==> src/rtl/led_div_pkg.sv <==
// led_div_pkg: shared FSM states, LED mode encodings and the LED pattern step function.
// Gray-code mode 3 is compiled only when LED_DIV_CTRL_GRAY_EN is defined.
package led_div_pkg;
    localparam int LED_W = 4;

    typedef enum logic [1:0] {IDLE, ARM, RUN} state_t;

    localparam logic [1:0] MODE_BIN  = 2'd0;
    localparam logic [1:0] MODE_ROT  = 2'd1;
    localparam logic [1:0] MODE_TOG  = 2'd2;
    localparam logic [1:0] MODE_GRAY = 2'd3;

    function automatic logic [LED_W-1:0] next_led(input logic [1:0] mode, input logic [LED_W-1:0] led);
`ifdef LED_DIV_CTRL_GRAY_EN
        logic [LED_W-1:0] b;
        b = (led ^ (led >> 1) ^ (led >> 2) ^ (led >> 3)) + 1'b1;
`endif
        case (mode)
            // anything that is not exactly one-hot restarts the rotation at bit 0
            MODE_ROT: return (led != '0 && (led & (led - 1'b1)) == '0) ? {led[LED_W-2:0], led[LED_W-1]} : LED_W'(1);
            MODE_TOG: return ~led;
`ifdef LED_DIV_CTRL_GRAY_EN
            MODE_GRAY: return b ^ (b >> 1);
`endif
            default: return led + 1'b1;
        endcase
    endfunction
endpackage

==> src/rtl/led_prescaler.sv <==
// led_prescaler: reloadable down-counter; expire pulses while enabled at zero and reloads.
module led_prescaler #(
    parameter int W = 24
) (
    input  logic         CLK,
    input  logic         RST_N,
    input  logic         load,
    input  logic [W-1:0] load_val,
    input  logic         en,
    output logic         expire
);
    logic [W-1:0] cnt;

    assign expire = en && cnt == '0;

    always_ff @(posedge CLK or negedge RST_N) begin
        if (!RST_N)
            cnt <= '0;
        else if (load || expire)
            cnt <= load_val;
        else if (en)
            cnt <= cnt - 1'b1;
    end
endmodule

==> src/rtl/led_div_ctrl.sv <==
// led_div_ctrl: configurable tick divider driving a 4-bit LED pattern through IDLE/ARM/RUN.
// Define LED_DIV_CTRL_GRAY_EN to make mode 3 a Gray up-count (otherwise it is a binary count).
module led_div_ctrl
    import led_div_pkg::*;
#(
    parameter int PRESCALE_W = 24
) (
    input  logic                  CLK,
    input  logic                  RST_N,
    input  logic                  CFG_VALID,
    output logic                  CFG_READY,
    input  logic [PRESCALE_W-1:0] CFG_DIV,
    input  logic [1:0]            CFG_MODE,
    input  logic                  START,
    input  logic                  STOP,
    output logic                  BUSY,
    output logic                  TICK,
    output logic [LED_W-1:0]      LED
);
    state_t                state, state_n;
    logic [PRESCALE_W-1:0] div_q;
    logic [1:0]            mode_q;

    always_ff @(posedge CLK or negedge RST_N) begin
        if (!RST_N)
            state <= IDLE;
        else
            state <= state_n;
    end

    always_comb begin
        state_n   = state == IDLE ? ((START && !STOP) ? ARM : IDLE) : (STOP ? IDLE : RUN);
        CFG_READY = state == IDLE;
        BUSY      = state != IDLE;
    end

    always_ff @(posedge CLK or negedge RST_N) begin
        if (!RST_N) begin
            div_q  <= '0;
            mode_q <= MODE_BIN;
        end else if (CFG_VALID && CFG_READY) begin
            div_q  <= CFG_DIV;
            mode_q <= CFG_MODE;
        end
    end

    // STOP wins over a coincident tick: the LED keeps its value
    always_ff @(posedge CLK or negedge RST_N) begin
        if (!RST_N)
            LED <= '0;
        else if (TICK && !STOP)
            LED <= next_led(mode_q, LED);
    end

    led_prescaler #(.W(PRESCALE_W)) u_prescaler (
        .CLK      (CLK),
        .RST_N    (RST_N),
        .load     (state == ARM),
        .load_val (div_q),
        .en       (state == RUN),
        .expire   (TICK)
    );
endmodule

==> config.mk <==
export PLATFORM = sky130hd
export DESIGN_NAME = led_div_ctrl
export DESIGN_NICKNAME = d
export VERILOG_FILES = /design/src/rtl/led_div_pkg.sv /design/src/rtl/led_prescaler.sv /design/src/rtl/led_div_ctrl.sv
export SDC_FILE = /design/constraint.sdc
export NUM_CORES = 1
export LEC_CHECK = 0
export ABC_AREA = 1
export CORE_MARGIN = 2
export CORE_UTILIZATION = 35
export CTS_BUF_LIST = sky130_fd_sc_hd__clkbuf_2 sky130_fd_sc_hd__clkbuf_4 sky130_fd_sc_hd__clkbuf_8
export DETAILED_ROUTE_END_ITERATION = 16
export MAX_ROUTING_LAYER = met4
export PLACE_DENSITY_LB_ADDON = 0.3
export SETUP_SLACK_MARGIN = 0.2
export SLEW_MARGIN = 20
export SYNTH_ARGS = -nofsm -noshare
export SYNTH_HDL_FRONTEND = slang
export SYNTH_HIERARCHICAL = 1
export SYNTH_SLANG_ARGS = --single-unit
==> constraint.sdc <==
create_clock -name CLK -period 1.7 [get_ports CLK]
set_input_delay 0.34 -clock CLK [delete_from_list [all_inputs] [get_ports CLK]]
set_output_delay 0.34 -clock CLK [all_outputs]
set_load 0.01 [all_outputs]
==> impl_metrics.csv, run 1 <==
group,metric,value,unit
yosys,avgSynthCellArea,7.74,µm²
placement,dp_hpwl,6270,µm
detailed_routing,vias,3285,
sta,grt_setup_unrepaired,"true",
sta,drv_slew,0,
clocking,h-tree-depth,2,
global_route,grt_antenna_before_repair,0,
yosys,synth_top_area_frac,0.401,
floorplan,die_width,104,µm
floorplan,die_h,104,µm
critical_path,worstPathRequired,1.36,ns
power,pwr-share-clk,0.143,
sta,clock_skew,0.0123,ns
clocking,cts_tree,"built",
yosys,yosysWarnings,6,
detailed_routing,dr.pass1.iters,5,
power,p_sw,2240,µW
run,cap_violations,0,
power,swShare,0.394,
sta,worst_slew_pin_slew,0.368,ns
critical_path,criticalPathCategory,"flop to output pin",
yosys,ys_seq_area_frac,0.401,
yosys,ys_seq_elements,56,
sta,worst_slack,-0.143,ns
yosys,synth_top_area_cell,"dfrtp_1",
critical_path,r2r_slack,-0.05,ns
power,pwr_density_cell,1140,nW/µm²
critical_path,crit_fanout,2,
critical_path,crit-reg2reg-launch,"u_prescaler/cnt[13]$_DFFE_PN0P_",
clocking,cts.sinks,56,
yosys,synth_cell_type_count,28,
clocking,cts-root-buf,"clkbuf_8",
detailed_routing,via_per_inst,4.73,
global_route,grt_pass1_vias,3308,
floorplan,initial_utilization,0.359,
detailed_routing,first_iter_violations,200,
global_route,grt_max_degree,57,
final_layout,fin_nets,598,
critical_path,reg2reg_to,"LED[3]$_DFFE_PN0P_",
final_layout,syn_to_final_growth,42.1,%
clocking,cts_made_buffers,5,
detailed_routing,drc,0,
clocking,clockBufferDepth,2,
final_layout,final_cell_count_no_fill,695,
sta,setup_violations,6,
detailed_routing,routedWlPerCell,14.0,µm
placement,gp_congestion,0.906,
status,failed_checks,"negative setup slack",
floorplan,rows,36,
yosys,synth_area,3490,µm²
worst_hold_path,hp-class,"input pin to asynchronous set/reset pin",
power,power.internal,3440,µW
final_layout,drive_gt1_frac,0.329,
global_route,grt_use_total,0.188,
sta,setup_tns,-0.313,ns
global_route,grt_pass1_wl,15900,µm
yosys,synth_mux_area_frac,0.0946,
yosys,synthSimpleGateAreaFrac,0.335,
sta,slew_headroom,0.755,
power,power_frac_seq,0.335,
critical_path,end_kind,"output pin",
yosys,syn-num-nets,488,
critical_path,r2r_cells,13,
clocking,clk_pin_slew,0.11,ns
placement,port_buffers,37,
power,ir_drop,454,µV
power,p_leak,0.00250,µW
sta,min_period_over_period,1.08,
sta,hold_viol_final,0,
final_layout,n_antenna_cell,0,
sta,holdWs,0.00553,ns
yosys,synth_compound_area_frac,0.0312,
yosys,synth_xor_area_frac,0.0301,
power,p_total,5680,µW
detailed_routing,wl,9720,µm
critical_path,arrival,1.50,ns
floorplan,core_area,9730,µm²
clocking,clock_latency,0.32,ns
critical_path,startpoint,"u_prescaler/cnt[13]$_DFFE_PN0P_",
sta,max_freq,543,MHz
global_route,overflow,0,
floorplan,io_pins,38,
yosys,synthAdderAreaFrac,0.0215,
yosys,netlist_instances,451,
detailed_routing,antenna_left,0,
clocking,hold_buffers,0,
yosys,synth_top_family_by_area,"simple AND/OR/NAND/NOR gates",
floorplan,dieArea,10800,µm²
critical_path,start_kind,"flop",
placement,dpl.cell_count,661,
power,combPwrFrac,0.522,
status,outcome,"finished with violations",
yosys,synth_area_leaders,"dfrtp_1, nand2_1, mux2_4",
final_layout,final_util,0.510,
sta,period_minus_slack,1.84,ns
==> repair_timing <==
item,in CTS,in global routing
buffers inserted,15,8
pin swaps,17,11
gates cloned,3,0
resized for setup,75,19
setup endpoints to repair,35,31
==> how the worst max path moves through the flow <==
stage / to / slack (ns) / cells past startpoint
2_1_floorplan: LED[3]$_DFFE_PN0P_ / 0.18 / 10
3_3_place_gp: TICK / -0.29 / 6
3_5_place_dp: TICK / -0.34 / 6
4_1_cts: TICK / -0.16 / 6
5_1_grt: TICK / -0.22 / 5
6_report: TICK / -0.14 / 6
==> sequential cells by signal (all words and copies together), names as in the netlist <==
name / count
div_q: 24
LED: 4
mode_q: 2
state: 2
u_prescaler/cnt: 24
==> layout by cell type, fill, tap and decap left out, types with 3 or more instances in the layout <==
cell	count
a21oi_1	5
buf_12	4
buf_4	60
buf_6	9
clkbuf_8	6
clkdlybuf4s50_1	29
dfrtp_1	53
dfrtp_2	3
dlygate4sd2_1	4
ha_1	4
inv_1	51
inv_2	4
inv_4	5
mux2_2	8
mux2_4	16
nand2_1	121
nand2_2	15
nand2_4	5
nand2_8	6
nand3_1	37
nand3_2	6
nand4_1	5
nor2_1	47
nor2_2	12
nor2_4	12
o211ai_1	3
o21ai_1	4
o21ai_2	3
xnor2_1	6
xor2_1	6
==> power by group through the flow <==
stage	clock network (µW)	logic (µW)	registers [µW]
detailed placement	0	2490	1920
floorplan	0	1430	1970
global route	891	3260	1940
global placement	0	2480	1890
finish	814	2960	1900
CTS	844	2790	1900
==> final cells by class <==
cell class	instances	area [µm²]
fill	949	4770
inverter	61	245
sequential	56	1410
timing repair buffer	109	982
multi-input combinational	328	2060
tap	133	166
clock buffer	8	97.6
==> layer usage <==
| layer | track usage | wire (µm) | up-vias |
|---|---|---|---|
| met5 | - | 0 | - |
| met4 | 0.0724 | 204 | 0 |
| met3 | 0.0263 | 345 | 16 |
| met2 | 0.311 | 4840 | 73 |
| met1 | 0.233 | 4340 | 1569 |
| li1 | - | - | 1627 |
==> synth_stat cells, drive strengths merged <==
| cell | n |
|---|---|
| a21oi | 6 |
| a22oi | 1 |
| buf | 8 |
| clkbuf | 1 |
| dfrtp | 56 |
| ha | 6 |
| inv | 61 |
| mux2 | 24 |
| nand2 | 144 |
| nand3 | 43 |
| nand4 | 5 |
| nor2 | 71 |
| nor3 | 1 |
| o211ai | 3 |
| o21ai | 9 |
| xnor2 | 6 |
| xor2 | 6 |
==> cell families after synthesis <==
group | after synthesis
XOR/XNOR | 12
AND/OR/NAND/NOR | 264
multiplexers | 24
adder cells (fa/ha/maj) | 6
flip-flops | 56
buffers and inverters | 70
AO/OA/AOI/OAI | 19
==> metrics by stage <==
stage / setup slack, ns / cell area, µm²
finish: -0.143 / 4960
CTS: -0.156 / 4840
global placement: -0.288 / 4390
floorplan: 0.178 / 3510
global route: -0.219 / 4960
detailed placement: -0.345 / 4390
==> critical path, stage by stage, from the launching register on <==
cell and delay, ns:
dfrtp_1 0.40, nor2_2 0.15, nand2_2 0.10, nor2_4 0.15, nand2_4 0.08, nor3_4 0.15
buf_2 0.16
Power figures use the tool's default switching activity.
==> run 2: changes to the inputs <==
Clock period 1.7 ns to 2.3 ns, I/O delays scaled along.
==> run 2 against run 1 <==
Net effect:
- the run now ends clean
- flip-flop and latch count did not move
- register-to-register slack improved by 0.32 ns
- highest routed layer unchanged
- count of clock-buffer cells in the layout fell by 1
- die area did not move
- hold slack improved by 0.14 ns
- worst setup slack improved by 0.41 ns
- core utilization fell by 6.0 points
- global-route usage fell by 2.2 points
- largest cell class unchanged
- design area fell by 12%
- critical path type is now flop to flop
==> impl_metrics.csv, run 2 (synthesis results as in run 1) <==
group,metric,value,unit
status,outcome,"finished clean",
global_route,grt_antenna_before_repair,0,
placement,dp_hpwl,5900,µm
final_layout,seqCellArea,1400,µm²
run,cap_violations,0,
sta,grt_setup_unrepaired,"false",
clocking,cts.sinks,56,
floorplan,die_h,104,µm
critical_path,worstPathRequired,2.50,ns
power,power_frac_seq,0.393,
detailed_routing,wl,8550,µm
floorplan,rows,36,
final_layout,final_util,0.450,
final_layout,drive_gt1_frac,0.206,
clocking,h-tree-depth,2,
power,p_sw,1470,µW
floorplan,die_width,104,µm
final_layout,final_cell_mix,"nand2_1, inv_1, dfrtp_1",
detailed_routing,antenna_left,0,
sta,hold_viol_final,0,
power,combPwrFrac,0.452,
power,pwr_density_cell,858,nW/µm²
power,swShare,0.391,
clocking,cts-root-buf,"clkbuf_8",
critical_path,slowest_delay,0.42,ns
floorplan,initial_utilization,0.359,
floorplan,dieArea,10800,µm²
final_layout,multi_input_area,1850,µm²
placement,gp_congestion,0.919,
placement,port_buffers,37,
sta,period_minus_slack,2.03,ns
critical_path,start_kind,"flop",
detailed_routing,drc,0,
sta,min_period_over_period,0.884,
sta,slew_headroom,0.606,
detailed_routing,vias,3013,
sta,setup_violations,0,
worst_hold_path,hp-class,"input pin to asynchronous set/reset pin",
final_layout,fin_nets,556,
clocking,cts_made_buffers,5,
floorplan,io_pins,38,
clocking,clockBufferDepth,2,
detailed_routing,dr.pass1.iters,4,
power,pwr-share-clk,0.155,
clocking,clock_latency,0.30,ns
final_layout,fill_cells,975,
power,ir_drop,329,µV
critical_path,arrival,2.24,ns
sta,setup_tns,0,ns
critical_path,end_kind,"flop",
power,p_total,3760,µW
power,power.internal,2290,µW
sta,worst_slew_pin_slew,0.591,ns
sta,holdWs,0.148,ns
floorplan,core_area,9730,µm²
global_route,grt_use_total,0.165,
detailed_routing,first_iter_violations,149,
global_route,overflow,0,
critical_path,crit_fanout,3,
final_layout,n_antenna_cell,0,
detailed_routing,routedWlPerCell,13.1,µm
final_layout,syn_to_final_growth,25.3,%
global_route,grt_pass1_wl,14300,µm
sta,clock_skew,0.00655,ns
critical_path,criticalPathCategory,"flop to flop",
detailed_routing,via_per_inst,4.62,
sta,drv_slew,0,
global_route,grt_max_degree,35,
clocking,cts_tree,"built",
sta,max_freq,492,MHz
power,p_leak,0.00222,µW
final_layout,final_common_cell,"nand2_1",
global_route,grt_pass1_vias,2925,
critical_path,crit_chain,"nor2_2 -> buf_4 -> buf_4 -> buf_6 -> buf_4 -> buf_4 -> buf_4 -> buf_4 -> buf_6 -> nand2_4 -> inv_4 -> nand2_4 -> nor2_4 -> nand2_1 -> nand2_1 -> nand2_1 -> nand2_1 -> nand2_1 -> nand2_1",
clocking,clk_pin_slew,0.10,ns
critical_path,cp_slowest_cell,"dfrtp_1",
final_layout,top_regs,"div_q x24, u_prescaler/cnt x24, LED x4",
-- run 2: routing by layer --
metal | GRT usage | vias to the layer above | part of all wire
met3 | 0.0219 | 13 | 0.036
met4 | 0.0473 | 0 | 0.016
li1 | - | 1532 | -
met1 | 0.228 | 1405 | 0.48
met5 | - | - | 0
met2 | 0.257 | 63 | 0.46
-- run 2: path summary, 6_finish.rpt --
path                       cells after the start  slack [ns]                              end                             from
hold reg to reg                                2        0.50   u_prescaler/cnt[5]$_DFFE_PN0P_             div_q[5]$_DFFE_PN0P_
min in group CLK                               2        0.50   u_prescaler/cnt[5]$_DFFE_PN0P_             div_q[5]$_DFFE_PN0P_
max in group asynchronous                      2        1.57   u_prescaler/cnt[2]$_DFFE_PN0P_                            RST_N
hold / removal                                 1        0.15            div_q[17]$_DFFE_PN0P_                            RST_N
setup / recovery                              19        0.27  u_prescaler/cnt[22]$_DFFE_PN0P_  u_prescaler/cnt[12]$_DFFE_PN0P_
setup reg to reg                              19        0.27  u_prescaler/cnt[22]$_DFFE_PN0P_  u_prescaler/cnt[12]$_DFFE_PN0P_
-- run 2: worst max-delay path: cells and delay by family (launching register included) --
kind,cells,cell delay [ns]
buf+inv,9,0.98
flops,1,0.42
simple gates,10,0.53
-- run 2: per-stage QoR --
stage | setup WS (ns) | area (µm²) | std cells
after floorplan | 0.564 | 3490 | 451
after global placement | 0.0313 | 4020 | 619
after detailed placement | 0.0667 | 4020 | 619
after CTS | 0.219 | 4290 | 647
after global routing | 0.168 | 4380 | 652
final | 0.267 | 4380 | 652
-- run 2: cell type report --
class                   count  area share
repair buffers             70       0.145
well taps                 133      0.0380
inverters                  61      0.0529
clock buffers               7      0.0220
flip-flops and latches     56       0.320
multi-input cells         325       0.422
-- run 2: repair_timing --
| action | CTS | global route |
|---|---|---|
| hold buffers | 0 | 0 |
| setup endpoints to repair | 1 | 3 |
| setup buffers | 21 | 5 |
| gates resized for setup | 13 | 13 |
| pin swaps | 8 | 8 |
-- run 2: power by group through the flow --
stage	clock network, µW	logic (µW)	registers (µW)
finish	580	1700	1480
global route	647	1900	1510
CTS	610	1590	1470
detailed placement	0	1360	1510
global placement	0	1350	1490
floorplan	0	1050	1450
